===== src/rtl/adder_seq_ctrl_pkg.sv =====
// Shared definitions for the slice-serial adder: FSM encoding and width helpers.
// Imported by the controller and by anything that observes its debug state.
package adder_seq_ctrl_pkg;

    typedef enum logic [1:0] {
        IDLE = 2'd0,
        RUN  = 2'd1,
        DONE = 2'd2
    } state_t;

    // Ceiling log2 for elaboration-time sizing; returns 0 for v <= 1.
    function automatic int clog2(input int v);
        int r;
        r = 0;
        for (int i = 0; i < 31; i++) begin
            if ((1 << i) < v) begin
                r = i + 1;
            end
        end
        return r;
    endfunction

    // Slice counter width: a single slice still gets a 1-bit counter.
    function automatic int cnt_width(input int slices);
        return (slices > 1) ? clog2(slices) : 1;
    endfunction

endpackage


===== src/rtl/adder_seq_ctrl_slice.sv =====
// Purely combinational n-bit ripple adder slice with carry in/out.
// Any adder architecture with the same ports can replace this body.
module adder_slice #(
    parameter int n = 8
) (
    input  logic         cin,
    input  logic [n-1:0] a,
    input  logic [n-1:0] b,
    output logic [n-1:0] s,
    output logic         cout
);

    assign {cout, s} = {1'b0, a} + {1'b0, b} + {{n{1'b0}}, cin};

endmodule


===== src/rtl/adder_seq_ctrl.sv =====
// Slice-serial w-bit adder: one shared n-bit adder_slice is reused k times,
// one slice per clock, with the carry held in a register between passes.
module adder_seq_ctrl
    import adder_seq_ctrl_pkg::*;
#(
    parameter int n = 8,
    parameter int k = 4
) (
    input  logic           clk,
    input  logic           rst,
    input  logic           start,
    input  logic [n*k-1:0] a,
    input  logic [n*k-1:0] b,
    input  logic           cin,
    output logic           ready,
    output logic           done,
    output logic [n*k-1:0] s,
    output logic           cout,
    output logic           ovf,
    output state_t         state
);

    localparam int w  = n * k;
    localparam int cw = cnt_width(k);
    localparam logic [cw-1:0] last_cnt = cw'(k - 1);
    localparam logic [w-1:0]  slice_ones = w'({n{1'b1}});

    logic [w-1:0]  a_reg;
    logic [w-1:0]  b_reg;
    logic [cw-1:0] cnt;
    logic          carry;

    logic [31:0]   base;
    logic [n-1:0]  slice_a;
    logic [n-1:0]  slice_b;
    logic [n-1:0]  slice_s;
    logic          slice_cout;
    logic          msb_carry_in;
    logic [w-1:0]  s_merged;

    // Slice mux: shifting keeps the select free of variable part-select widths.
    always_comb begin
        base         = 32'(cnt) * 32'(n);
        slice_a      = n'(a_reg >> base);
        slice_b      = n'(b_reg >> base);
        msb_carry_in = slice_a[n-1] ^ slice_b[n-1] ^ slice_s[n-1];
        s_merged     = (s & ~(slice_ones << base)) | (w'(slice_s) << base);
    end

    adder_slice #(
        .n(n)
    ) u_slice (
        .cin (carry),
        .a   (slice_a),
        .b   (slice_b),
        .s   (slice_s),
        .cout(slice_cout)
    );

    // Handshake: a request is accepted on any rising edge where start=1 and
    // ready=1; ready is low only in RUN, so start during RUN is simply dropped.
    // done is high for exactly the one cycle spent in DONE.
    always_ff @(posedge clk or posedge rst) begin
        if (rst) begin
            state <= IDLE;
            ready <= 1'b1;
            done  <= 1'b0;
            cnt   <= '0;
            carry <= 1'b0;
            a_reg <= '0;
            b_reg <= '0;
            s     <= '0;
            cout  <= 1'b0;
            ovf   <= 1'b0;
        end else begin
            done <= 1'b0;
            case (state)
                IDLE, DONE: begin
                    if (start) begin
                        a_reg <= a;
                        b_reg <= b;
                        carry <= cin;
                        cnt   <= '0;
                        state <= RUN;
                        ready <= 1'b0;
                    end else begin
                        state <= IDLE;
                        ready <= 1'b1;
                    end
                end
                RUN: begin
                    s     <= s_merged;
                    carry <= slice_cout;
                    cnt   <= cnt + 1'b1;
                    if (cnt == last_cnt) begin
                        cout  <= slice_cout;
                        ovf   <= msb_carry_in ^ slice_cout;
                        state <= DONE;
                        ready <= 1'b1;
                        done  <= 1'b1;
                    end
                end
                default: begin
                    state <= IDLE;
                    ready <= 1'b1;
                end
            endcase
        end
    end

endmodule


===== config.mk =====
export PLATFORM = sky130hd
export DESIGN_NAME = adder_seq_ctrl
export DESIGN_NICKNAME = d
export VERILOG_FILES = /design/src/rtl/adder_seq_ctrl_pkg.sv /design/src/rtl/adder_seq_ctrl_slice.sv /design/src/rtl/adder_seq_ctrl.sv
export SDC_FILE = /design/constraint.sdc
export NUM_CORES = 1
export LEC_CHECK = 0
export CAP_MARGIN = 25
export CORE_UTILIZATION = 54
export DETAILED_ROUTE_END_ITERATION = 10
export GPL_TIMING_DRIVEN = 0
export PLACE_DENSITY = 0.88
export SETUP_SLACK_MARGIN = 0.02
export SLEW_MARGIN = 25
export SYNTH_ARGS = -nofsm -noshare
export SYNTH_HDL_FRONTEND = slang
export SYNTH_SLANG_ARGS = --single-unit
export TNS_END_PERCENT = 20

===== constraint.sdc =====
create_clock -name clk -period 6.42 [get_ports clk]
set_input_delay 0.642 -clock clk [delete_from_list [all_inputs] [get_ports clk]]
set_output_delay 0.642 -clock clk [all_outputs]
set_load 0.02 [all_outputs]

==> metrics.md <==
| Metric | Value |
|---|---|
| Global-route wire length before repair | `16500 um` |
| Clock insertion delay at the later pin of the skew report | `0.37 ns` |
| Vias in the first global route | `3233` |
| Int Power | `2270 uW` |
| Final setup vio count | `0` |
| Depth of the worst register-to-register path | `10` |
| Combinational Power Share | `58.5%` |
| Static Leakage | `0.00253 uW` |
| Number of hold-repair buffers added at the cts stage | `0` |
| Worst slack after detailed placement | `3.16 ns` |
| Share of synthesized cell area in and, or, nand and nor gates | `3.37%` |
| Number of diodes added for antenna fixing | `0` |
| Sequential share of power | `31.1%` |
| Highest metal used | `met4` |
| CP endpoint kind | `flip-flop` |
| Number of nets with antenna violations after detailed routing | `0` |
| Min setup slack post-route | `3.13 ns` |
| Worst setup SP type | `flip-flop` |
| Die Width | `94.3 um` |
| Highest ir drop seen on vdd | `0.307 mV` |
| Critical path start-end classification | `flip-flop to flip-flop` |
| Master cell of the clock root buffer | `sky130_fd_sc_hd__clkbuf_8` |
| Fin crit share | `51.2%` |
| Headroom to the max-slew limit | `64.1%` |
| Number of cells produced by synthesis | `301` |
| Switching part of the total | `40.8%` |
| DRC errors left | `0` |
| Synthesized area | `4600 um2` |
| Port buffer count | `105` |
| Count of H-tree levels built during CTS | `3` |
| Ranking of synthesized cells by area | `sky130_fd_sc_hd__dfrtp_1 (57%), sky130_fd_sc_hd__mux2_2 (16%), sky130_fd_sc_hd__mux4_2 (7.8%)` |
| 1st-iter DRT viols | `123` |
| Worst hold margin | `0.510 ns` |
| Largest net degree at the start of global routing | `62` |
| Final hold violation count | `0` |
| Placer's final routability congestion estimate | `0.832` |
| Sequential share of the synthesized area | `57.1%` |
| Starting density of the core | `56.0%` |
| Post-route minimum period | `3.29 ns` |
| Placeable core region | `8220 um2` |
| Placement-stage cell area | `5820 um2` |
| Highest net fanout along the worst path | `10` |
| Number of sinks handled by clock tree synthesis | `105` |
| Most common cell after layout, fill and taps aside | `sky130_fd_sc_hd__clkdlybuf4s50_1` |
| Fraction of synthesis flops using an asynchronous set or reset pin | `100%` |
| Initial antenna violation count | `0` |
| Total net switching power | `1570 uW` |
| Fmax | `0.304 GHz` |
| Placement Rows | `33` |
| Total global-route track usage | `25.4%` |
| Area share of the leading cell type in the synthesized netlist | `56.6%` |
| Routed wire length on met2 | `5100 um` |
| Largest family of logic cells by synthesized area | `multiplexers` |
| Inserted Clock Buffers | `9` |
| Area added between synthesis and finish | `30.5%` |
| Xor/xnor cell area share of the yosys netlist | `1.50%` |
| Number of pins with negative max-slew slack in the final report | `0` |
| Via density per instance | `5.73` |
| Power per cell area | `639 nW/um2` |
| Result of the run | `finished, final reports clean` |
| Die outline area | `8900 um2` |
| CP Data Required Time | `6.68 ns` |
| Clock-pin transition on the worst setup and hold timing paths | `0.09 ns` |
| Number of cells on the worst hold path | `1` |
| Number of synthesized register bits | `105` |
| Hold/Removal Path Class | `flip-flop to flip-flop` |
| Worst-case clock skew | `0.00862 ns` |
| Clock power share | `10.4%` |
| Total via count after detailed routing | `3027` |
| Post-synthesis area per instance | `15.3 um2` |
| Number of violations of the max-capacitance limit | `0` |
| Arrival time at the worst endpoint | `3.55 ns` |
| Commonest cells after routing, fill and taps aside | `sky130_fd_sc_hd__clkdlybuf4s50_1 (105), sky130_fd_sc_hd__dfrtp_1 (104), sky130_fd_sc_hd__mux2_2 (64)` |
| Overall die height | `94.3 um` |
| Overflow left after global routing | `0` |
| Post-Synthesis Net Count | `382` |
| Total wire length after detailed routing | `10100 um` |
| Net count reported at finish | `499` |
| Post-route cell area | `6010 um2` |
| Maximum buffer depth of the clock tree | `2` |
| Number of optimization iterations in the first detailed-route pass | `4` |
| I/O pin count | `106` |
| Synthesis Warnings | `0` |
| Post-CTS Setup Inserts | `0` |
| RSZ-0062 raised after global routing | `no` |
| Multiplexer area fraction after synthesis | `23.5%` |
| Synth Area in Adders | `3.86%` |
| Compound-Gate Fraction of Synth Area | `8.46%` |
| Routed metal-1 wirelength | `4190 um` |
| Distinct cell type count after synthesis | `31` |
| Layout cell share with drive strength beyond 1 | `28.1%` |
| Actual slew at the worst max-slew pin | `0.535 ns` |
| Dominant synthesized flop cell | `sky130_fd_sc_hd__dfrtp_1` |
| Routed wirelength normalized by instance count | `19.1 um` |
| Number of gates resized after CTS | `0` |
| Synth area leader | `sky130_fd_sc_hd__dfrtp_1` |
| Hpwl dp | `7460 um` |
| Total Negative Setup Slacks | `0 ns` |
| Number of enable flip-flop cells after synthesis | `0` |
| TritonCTS clock tree | `yes` |
| Detail Route met3 WL | `557 um` |
-- synth_stat cells (3+ instances only) --
cell type	count
sky130_fd_sc_hd__buf_2	9
sky130_fd_sc_hd__mux2_2	64
sky130_fd_sc_hd__xnor2_1	3
sky130_fd_sc_hd__mux4_2	16
sky130_fd_sc_hd__ha_1	11
sky130_fd_sc_hd__a22o_1	33
sky130_fd_sc_hd__buf_4	5
sky130_fd_sc_hd__a21oi_1	4
sky130_fd_sc_hd__xor2_1	3
sky130_fd_sc_hd__inv_1	5
sky130_fd_sc_hd__nand3_1	4
sky130_fd_sc_hd__nand2_1	10
sky130_fd_sc_hd__o21ai_0	4
sky130_fd_sc_hd__dfrtp_1	104
-- power groups by stage --
stage	combinational, uW	sequential (uW)	clock (uW)
2_1_floorplan	1450	1280	0
3_5_place_dp	2240	1200	0
6_report	2240	1190	400
4_1_cts	2260	1190	406
5_1_grt	2450	1230	434
3_3_place_gp	2140	1180	0
-- metrics by stage --
step / instances / util (%) / power, uW
after floorplan: 301 / - / 2730
after global placement: 511 / 70.4 / 3320
after detailed placement: 512 / 70.8 / 3440
after CTS: 528 / 73.1 / 3850
after global routing: 528 / 73.1 / 4110
final: 528 / 73.1 / 3840
-- metal layers --
metal	vias up	global-route usage, %
met2	118	42.9
li1	1356	-
met3	16	4.29
met5	-	0
met4	0	10.4
met1	1537	32.7
-- final cells by class --
class | instances | area [um2]
Clock buffer | 11 | 131
Tap cell | 105 | 131
Multi-Input combinational cell | 177 | 1870
Fill cell | 528 | 2210
Sequential cell | 105 | 2630
Timing Repair Buffer | 106 | 1080
Inverter | 5 | 23.8
Buffer | 14 | 82.6
Clock inverter | 5 | 57.6
-- path summary, 6_finish.rpt --
| check | from | to | slack [ns] |
|---|---|---|---|
| setup / recovery | cnt[1] | s[14] | 3.13 |
| hold / removal | b_reg[27] | b_reg[27] | 0.51 |
| setup reg to reg | cnt[1] | s[14] | 3.13 |
| hold reg to reg | b_reg[27] | b_reg[27] | 0.51 |
| max in group asynchronous | rst | ready | 5.11 |
| min in group asynchronous | rst | s[0] | 0.67 |
-- cell families after synthesis --
kind of cell / after synthesis
buffers and inverters: 19
and+or+nand+nor: 28
adders and majority gates: 13
DFF: 105
xor gates and xnor gates: 7
AOI/OAI and AO/OA: 49
muxes: 80
-- critical path: stages (launching register included) --
cell and delay, ns:
sky130_fd_sc_hd__dfrtp_1 0.40, sky130_fd_sc_hd__buf_2 0.30, sky130_fd_sc_hd__buf_2 0.35, sky130_fd_sc_hd__mux4_2 0.39
sky130_fd_sc_hd__fa_1 0.45, sky130_fd_sc_hd__fa_1 0.42, sky130_fd_sc_hd__nand3_1 0.13, sky130_fd_sc_hd__nand2_1 0.09
sky130_fd_sc_hd__a31oi_1 0.22, sky130_fd_sc_hd__xnor2_1 0.18, sky130_fd_sc_hd__a22o_1 0.24
(Power assumes the default switching activity.)
